--- config.mk ---
export PLATFORM = sky130hd
export DESIGN_NAME = mod_148_dplca_txop_table
export DESIGN_NICKNAME = d
export VERILOG_FILES = /design/src/rtl/mod_148_dplca_txop_table.sv
export SDC_FILE = /design/constraint.sdc
export NUM_CORES = 2
export LEC_CHECK = 0
export CORE_MARGIN = 10
export CORE_UTILIZATION = 28
export DETAILED_ROUTE_END_ITERATION = 8
export PLACE_DENSITY = 0.4
export REMOVE_ABC_BUFFERS = 1
export SETUP_SLACK_MARGIN = 0.5
export SLEW_MARGIN = 20
export SYNTH_ARGS = -nofsm -noshare
export SYNTH_HDL_FRONTEND = slang
export SYNTH_SLANG_ARGS = --single-unit
--- constraint.sdc ---
create_clock -name clk -period 6.4 [get_ports clk]
set_input_delay 1.6 -clock clk [delete_from_list [all_inputs] [get_ports clk]]
set_output_delay 1.6 -clock clk [all_outputs]
set_load 0.02 [all_outputs]
--- src/rtl/mod_148_dplca_txop_table.sv ---
// DPLCA transmit-opportunity table and node-count scheduler.
// Tracks a per-ID age counter from the claim reports that the PLCA control
// FSM gives at the end of each TXOP. At the end of each PLCA cycle it scans
// the table to recompute plca_node_count. It then raises dplca_txop_table_upd
// to release the control FSM.
// Optional build macro: DPLCA_SOFT_CLAIM_EN. When it is defined, a SOFT claim
// refreshes a live entry to AGE_MAX. When it is undefined, SOFT behaves as NONE.
module mod_148_dplca_txop_table #(
  parameter int AGE_MAX        = 8,
  parameter int AGE_W          = 4,
  parameter int MIN_NODE_COUNT = 8
) (
  input  logic       clk,
  input  logic       plca_reset,
  input  logic       dplca_en,
  input  logic [1:0] dplca_txop_claim,
  input  logic       dplca_txop_end,
  input  logic [7:0] dplca_txop_id,
  input  logic [7:0] dplca_txop_node_count,
  output logic       dplca_txop_table_upd,
  output logic       dplca_aging,
  output logic [7:0] plca_node_count,
  output logic       busy
);

  typedef enum logic [1:0] {
    ST_IDLE   = 2'd0,
    ST_UPDATE = 2'd1,
    ST_SCAN   = 2'd2,
    ST_DONE   = 2'd3
  } state_t;

  localparam logic [1:0]       CLAIM_SOFT = 2'b01;
  localparam logic [1:0]       CLAIM_HARD = 2'b11;
  localparam logic [AGE_W-1:0] AGE_LOAD   = AGE_W'(AGE_MAX);
  localparam logic [8:0]       MIN_CNT9   = 9'(MIN_NODE_COUNT);
  localparam logic [7:0]       MIN_CNT8   = 8'(MIN_NODE_COUNT);

  // The age table is held in flops, not block RAM. It must clear in a single
  // cycle on reset, and the same entry is read and rewritten within one cycle.
  logic [AGE_W-1:0] ages_reg [256];

  state_t           state_reg;
  logic             end_prev_reg;
  logic [7:0]       id_reg;
  logic [1:0]       claim_reg;
  logic [7:0]       ptr_reg;
  logic             scan_ran_reg;
  logic [7:0]       count_reg;
  logic             upd_reg;
  logic             aging_reg;
  logic [7:0]       node_count_reg;

  logic             clear_all;
  logic [AGE_W-1:0] age_at_id;
  logic [AGE_W-1:0] age_at_ptr;
  logic [AGE_W-1:0] age_dec;
  logic [AGE_W-1:0] age_next;
  logic [8:0]       id_plus1;
  logic             end_of_cycle;
  logic [8:0]       ptr_plus1;
  logic [8:0]       cnt9;
  logic [7:0]       scan_count;

  // A disabled table behaves exactly like one held in reset.
  assign clear_all  = plca_reset | ~dplca_en;
  assign age_at_id  = ages_reg[id_reg];
  assign age_at_ptr = ages_reg[ptr_reg];

  // New value for the entry selected by the captured ID.
  always_comb begin
    age_dec  = (age_at_id == '0) ? '0 : age_at_id - 1'b1;
    age_next = age_dec;
    case (claim_reg)
      CLAIM_HARD: age_next = AGE_LOAD;
`ifdef DPLCA_SOFT_CLAIM_EN
      // SOFT can keep a live node alive, but it can never revive a dead one.
      CLAIM_SOFT: age_next = (age_at_id != '0) ? AGE_LOAD : '0;
`else
      CLAIM_SOFT: age_next = age_dec;
`endif
      default:    age_next = age_dec;
    endcase
  end

  // Detect the end of a PLCA cycle, and saturate the count found by the scan.
  always_comb begin
    id_plus1     = {1'b0, id_reg} + 9'd1;
    end_of_cycle = (id_reg == 8'hFF) || (id_plus1 >= {1'b0, dplca_txop_node_count});
    ptr_plus1    = {1'b0, ptr_reg} + 9'd1;
    cnt9         = (ptr_plus1 < MIN_CNT9) ? MIN_CNT9 : ptr_plus1;
    scan_count   = (cnt9 > 9'd255) ? 8'hFF : cnt9[7:0];
  end

  // Age table: clear on reset, and write the captured entry in UPDATE.
  always_ff @(posedge clk) begin
    if (clear_all) begin
      for (int i = 0; i < 256; i++) begin
        ages_reg[i] <= '0;
      end
    end else if (state_reg == ST_UPDATE) begin
      ages_reg[id_reg] <= age_next;
    end
  end

  // Control FSM: capture, update, optional descending scan, then handshake.
  always_ff @(posedge clk) begin
    // Keep tracking txop_end in reset so a level held across reset release
    // does not look like a fresh edge.
    end_prev_reg <= dplca_txop_end;
    if (clear_all) begin
      state_reg      <= ST_IDLE;
      id_reg         <= '0;
      claim_reg      <= 2'b10;
      ptr_reg        <= '0;
      scan_ran_reg   <= 1'b0;
      count_reg      <= MIN_CNT8;
      upd_reg        <= 1'b0;
      aging_reg      <= 1'b0;
      node_count_reg <= MIN_CNT8;
    end else begin
      aging_reg <= 1'b1;
      case (state_reg)
        ST_IDLE: begin
          upd_reg <= 1'b0;
          if (dplca_txop_end && !end_prev_reg) begin
            id_reg    <= dplca_txop_id;
            claim_reg <= dplca_txop_claim;
            state_reg <= ST_UPDATE;
          end
        end
        ST_UPDATE: begin
          scan_ran_reg <= 1'b0;
          if (end_of_cycle) begin
            ptr_reg   <= 8'hFF;
            state_reg <= ST_SCAN;
          end else begin
            state_reg <= ST_DONE;
          end
        end
        ST_SCAN: begin
          if (age_at_ptr != '0) begin
            count_reg    <= scan_count;
            scan_ran_reg <= 1'b1;
            state_reg    <= ST_DONE;
          end else if (ptr_reg == 8'd0) begin
            count_reg    <= MIN_CNT8;
            scan_ran_reg <= 1'b1;
            state_reg    <= ST_DONE;
          end else begin
            ptr_reg <= ptr_reg - 8'd1;
          end
        end
        ST_DONE: begin
          if (!upd_reg) begin
            upd_reg <= 1'b1;
            if (scan_ran_reg) begin
              node_count_reg <= count_reg;
            end
          end else if (!dplca_txop_end) begin
            upd_reg   <= 1'b0;
            state_reg <= ST_IDLE;
          end
        end
        default: state_reg <= ST_IDLE;
      endcase
    end
  end

  assign dplca_txop_table_upd = upd_reg;
  assign dplca_aging          = aging_reg;
  assign plca_node_count      = node_count_reg;
  assign busy                 = (state_reg != ST_IDLE);

endmodule

After elaboration in Yosys (flattened, before gate mapping)
Memories as Yosys holds them, arrays and structs flattened. A register that Yosys moved wholly into a read port is not among the register bits.
Index checks and enable logic that the tools add are counted.
W data, S select, Z words.
{"block": "word_totals", "register_bits": 40, "wordCells": 87, "out_inout_bits": 11, "n_memories": 1, "input_bits": 22, "mem_bits_rw": 1024}
{"block": "classes", "mux": 36, "magnitude_cmp": 3, "n_bitwise": 3, "add_sub_neg": 4, "reduce_logical": 18, "eq_ne": 12}
{"memory": "ages_reg", "words": 256, "width": 4, "rd": 2, "rd_clocked_by_memory_dff": 2, "wr": 256, "line": "41", "source": "logic [AGE_W-1:0] ages_reg [256];"}
{"operator": "$mux W8", "count": 11}
{"operator": "$add A8 B1 Y9 const B", "count": 2}
{"operator": "$pmux W8 S2", "count": 1}
{"operator": "$mux W1", "count": 12}
{"operator": "$mux W4", "count": 3}
{"operator": "$ne A2 B2 Y1 const B", "count": 6}
{"operator": "$mux W2", "count": 5}
{"operator": "$ge A9 B8 Y1", "count": 1}
{"operator": "$gt A9 B8 Y1 const B", "count": 1}
{"operator": "$lt A9 B4 Y1 const B", "count": 1}
{"operator": "$mux W9", "count": 1}
{"operator": "$eq A8 B8 Y1 const B", "count": 1}
{"operator": "$logic_not A8 Y1", "count": 1}
{"operator": "$pmux W2 S4", "count": 1}
{"operator": "$reduce_and A4 Y1", "count": 2}
{"operator": "$reduce_bool A2 Y1", "count": 4}
{"operator": "$sub A8 B1 Y8 const B", "count": 1}
{"operator": "$eq A2 B2 Y1 const B", "count": 3}
{"operator": "$reduce_and A2 Y1", "count": 3}
{"operator": "$logic_not A4 Y1", "count": 1}
{"operator": "$pmux W1 S2", "count": 2}
{"operator": "$reduce_bool A4 Y1", "count": 1}
{"operator": "$reduce_or A4 Y1", "count": 1}
{"operator": "$sub A4 B1 Y4 const B", "count": 1}
{"operator": "other kinds (9)", "count": 10}

Logic depth before layout (Yosys ltp)
{"block": "logic_depth", "ltp_word": 7, "mapped_depth": 17, "depth_no_buf": 13}

Worst setup path before layout
Ideal clock, no wire load.
{"block": "synth_path", "path_type": "register to register", "start": "reg with a tool-made name", "end": "mem ages_reg[137][3], data pin", "required_time_ns": 6.143, "n_path_buf": 5, "path_stages_with_launch": 17, "t_arrival_ns": 3.685, "period_less_slack_ns": 3.942, "setup_ns": 0.257, "path_slack_ns": 2.458, "cell_sequence": "dfxtp_1 > buf_2 > buf_4 > buf_2 > mux4_2 > a221oi_1 > o22ai_1 > nor3_1 > o22ai_1 > nor3_2 > ha_1 > nor2_1 > and4_1 > a221oi_2 > buf_4 > buf_2 > nor2_1"}
{"element": "end, declared", "line": "41"}

==> key figures <==
Route
  • Routed Antenna Nets: 0
  • Via density: 5.520
  • DR vias: 39,824
  • Avg WL per Cell: 30.44 microns
  • Remaining DRCs: 0
  • Routed wire length: 219,600 microns
  • Drt initial violations: 4,136
  • Pre-antenna DRT Iters: 5

Layout
  • Commonest non-fill, non-tap cells in the layout: nor2_1, edfxtp_1, nand2_1
  • Share of cells above drive strength 1: 15.82%
  • Max FFs per register: 1,024
  • Area growth from synthesis to layout: 14.29%
  • Final #Nets: 4,610
  • Filler cell count: 19,524
  • Design area: 62,430 sq um
  • Commonest non-fill, non-tap cell in the layout: nor2_1
  • N_diodes: 0
  • Final core occ: 32.11%

Global route
  • Largest net degree at the start of global routing: 108
  • First-pass GRT wire length: 308,600 microns
  • Initial antenna violation count: 17
  • Vias in the first global route: 39,712
  • GRT overflow: 0
  • Total track usage: 20.19%

Clock tree
  • Total number of H-tree levels: 4
  • CTS tree: built
  • Post-CTS setup buffer count: 0
  • Sink Count: 1,080
  • Clock root cell: clkbuf_16
  • Max clock buf depth: 3
  • Clock Latency Late Sink: 0.81 ns
  • Cts bufs inserted: 130
  • Hold buffer count at cts: 0
  • Post-CTS resize count: 0
  • Clock slew seen by the registers of the worst setup and hold paths: 0.06 ns

Power and ir drop
  • Clock power frac: 42.0%
  • Max IR drop VDD: 0.0003134 V
  • Internal Power: 12.83 mW
  • Sequential power share: 46.6%
  • Switching Share: 27.17%
  • Lkg Pwr: 21.10 nW
  • Gate power share: 11.4%
  • Switching power: 4.788 mW
  • Pwr Density: 282.2 nW/um^2

Place
  • Cell area after placement: 58,250 sq um
  • Pre-CTS setup slack: 1.038 ns
  • Post-DP HPWL: 148,000 microns
  • Port bufs: 32
  • Gpl congestion: 0.8487

Floorplanning
  • IO Count: 33
  • Core area: 194,400 sq um
  • Width of the die: 461.7 microns
  • Initial core utilization: 28.10%
  • Rows: 162
  • Die Ht: 461.7 microns
  • Die ar.: 213,100 sq um

Critical path
  • CP startpoint kind: register
  • Setup CP Type: reg -> reg
  • Worst EP required: 6.92 ns
  • CP Capture Type: register
  • Critical Path AT: 5.97 ns
  • Crit-path max FO: 97

Outcome
  • Status: finished, final reports clean

Timing
  • Final Hold Viols: 0
  • Slew @ Worst Pin: 1.204 ns
  • Final Critical Period: 5.454 ns
  • Post-route setup slack: 0.9463 ns
  • Clock Skew: 0.04889 ns
  • RSZ-0062 raised after global routing: false
  • Fin crit share: 85.21%
  • Setup TNS: 0 ns
  • Final Slew Violations: 0
  • Peak Freq: 183.4 MHz
  • # setup viols final: 0
  • Rel. slew slack: 19.64%

Yosys
  • Asr flop ratio synth: 0%
  • Post-synth cell types: 79
  • Post-synth EDFFs: 1,024
  • Ys flop type: edfxtp_1
  • Synth Instances: 4,608
  • Synthesized cell area: 54,620 sq um
  • Yosys warning count: 0
  • Sequential fraction of the synthesis area: 58.35%
  • Post-synthesis register bit count: 1,080
  • Mapped Avg Cell Area: 11.85 sq um

Min path
  • Class of the worst hold path: reg -> reg

Flow run
  • Max-cap violation count: 0
synthesized netlist by cell type (6+ instances only):
library cell     n  area share (%)
and2_1           6           0.069
nor4b_1          8            0.13
nor3_1         198             1.8
o32ai_1          7            0.11
buf_6           18            0.37
nand3_1         31            0.28
mux2_2           6            0.12
a21oi_1         90            0.82
buf_2          133             1.2
mux4_2         324              13
a311oi_1         9            0.14
nor2b_1          9            0.10
nor2_1        1242             8.5
o211ai_1        10            0.14
nor4_1          30            0.34
a22oi_1         49            0.67
nand2b_1        22            0.25
buf_4           25            0.34
or3_1           29            0.33
o311ai_0        25            0.40
ha_1            20            0.46
edfxtp_1      1024              56
a21o_1           9            0.12
o311a_1          7            0.13
a31oi_1          8           0.092
inv_1           31            0.21
o221ai_1        11            0.18
and3_1           6           0.069
buf_1           24            0.16
clkbuf_1       166             1.1
o22ai_1         39            0.45
nand4_1         19            0.22
a22o_1          20            0.32
or2_2            7           0.080
or4_1           10            0.14
a211oi_1        48            0.66
o31ai_1         22            0.30
nand2_1        583             4.0
dfxtp_1         56             2.1
a2111oi_0       13            0.21
o21ai_0         64            0.59
a221oi_1        21            0.34
mux2i_1         46            0.84
final cells by class:
cell class	count	area, sq um	share of cell area, %
clock inverter	64	600.6	0.9621
sequential	1080	31890	51.09
timing repair buffer	194	1947	3.119
inverter	34	135.1	0.2165
clock buffer	172	3558	5.700
tap	2542	3181	5.095
multi-input combinational	3128	21110	33.82
cells by family after synthesis:
kind of cell / count (synthesis) / synth area share (%)
AOI/OAI and AO/OA: 509 / 6.632
xor gates and xnor gates: 10 / 0.1603
adders and majority gates: 20 / 0.4581
buffers and inverters: 400 / 3.473
DFF: 1080 / 58.35
muxes: 377 / 14.35
and+or+nand+nor: 2212 / 16.58
final timing paths:
check	cells past startpoint	slack, ns	endpoint	startpoint
max	14	0.95	ages_reg[151][3]$_SDFFCE_PN0P_	register
min	1	0.48	count_reg[1]$_SDFFE_PN0P_	count_reg[1]$_SDFFE_PN0P_
max reg2reg	14	0.95	ages_reg[151][3]$_SDFFCE_PN0P_	register
min reg2reg	1	0.48	count_reg[1]$_SDFFE_PN0P_	count_reg[1]$_SDFFE_PN0P_
per-layer routing:
metal,vias up,GRT usage [%],part of all wire [%]
met5,-,0,0.017
met4,6,6.821,3.5
met3,322,3.086,6.6
met2,1670,32.62,47
met1,20684,27.68,43
li1,17142,-,-
power groups by stage:
stage                     registers (mW)  clock network [mW]  logic, mW
after floorplan                     8.29                   0       1.04
after CTS                           8.21                7.52       2.02
final                               8.21                7.40       2.01
after global placement              8.36                   0       2.02
after global routing                8.24                7.80       2.11
after detailed placement            8.35                   0       2.02
worst max-delay path, cell delays in order, from the launching register on:
cell and delay, ns:
dfxtp_4 0.43, buf_12 0.37, mux4_2 0.63, a22o_1 0.20, a221oi_1 0.52, o22ai_1 0.19, nor3_1 0.41, o22ai_1 0.26
nor3_2 0.28, ha_1 0.24, nor2_1 0.06, and4_1 0.22, a221oi_4 0.37, buf_12 0.52, nor2_1 0.09
through the flow:
step           instances  total power, mW  hold WS (ns)
6_report            7214            17.62        0.4821
5_1_grt             7214            18.15        0.5159
4_1_cts             7213            17.75        0.4906
3_5_place_dp        6977            10.37        0.4709
3_3_place_gp        6975            10.37        0.4820
2_1_floorplan       4242            9.325        0.4412
Note: power is estimated with default switching activity, not from simulation.
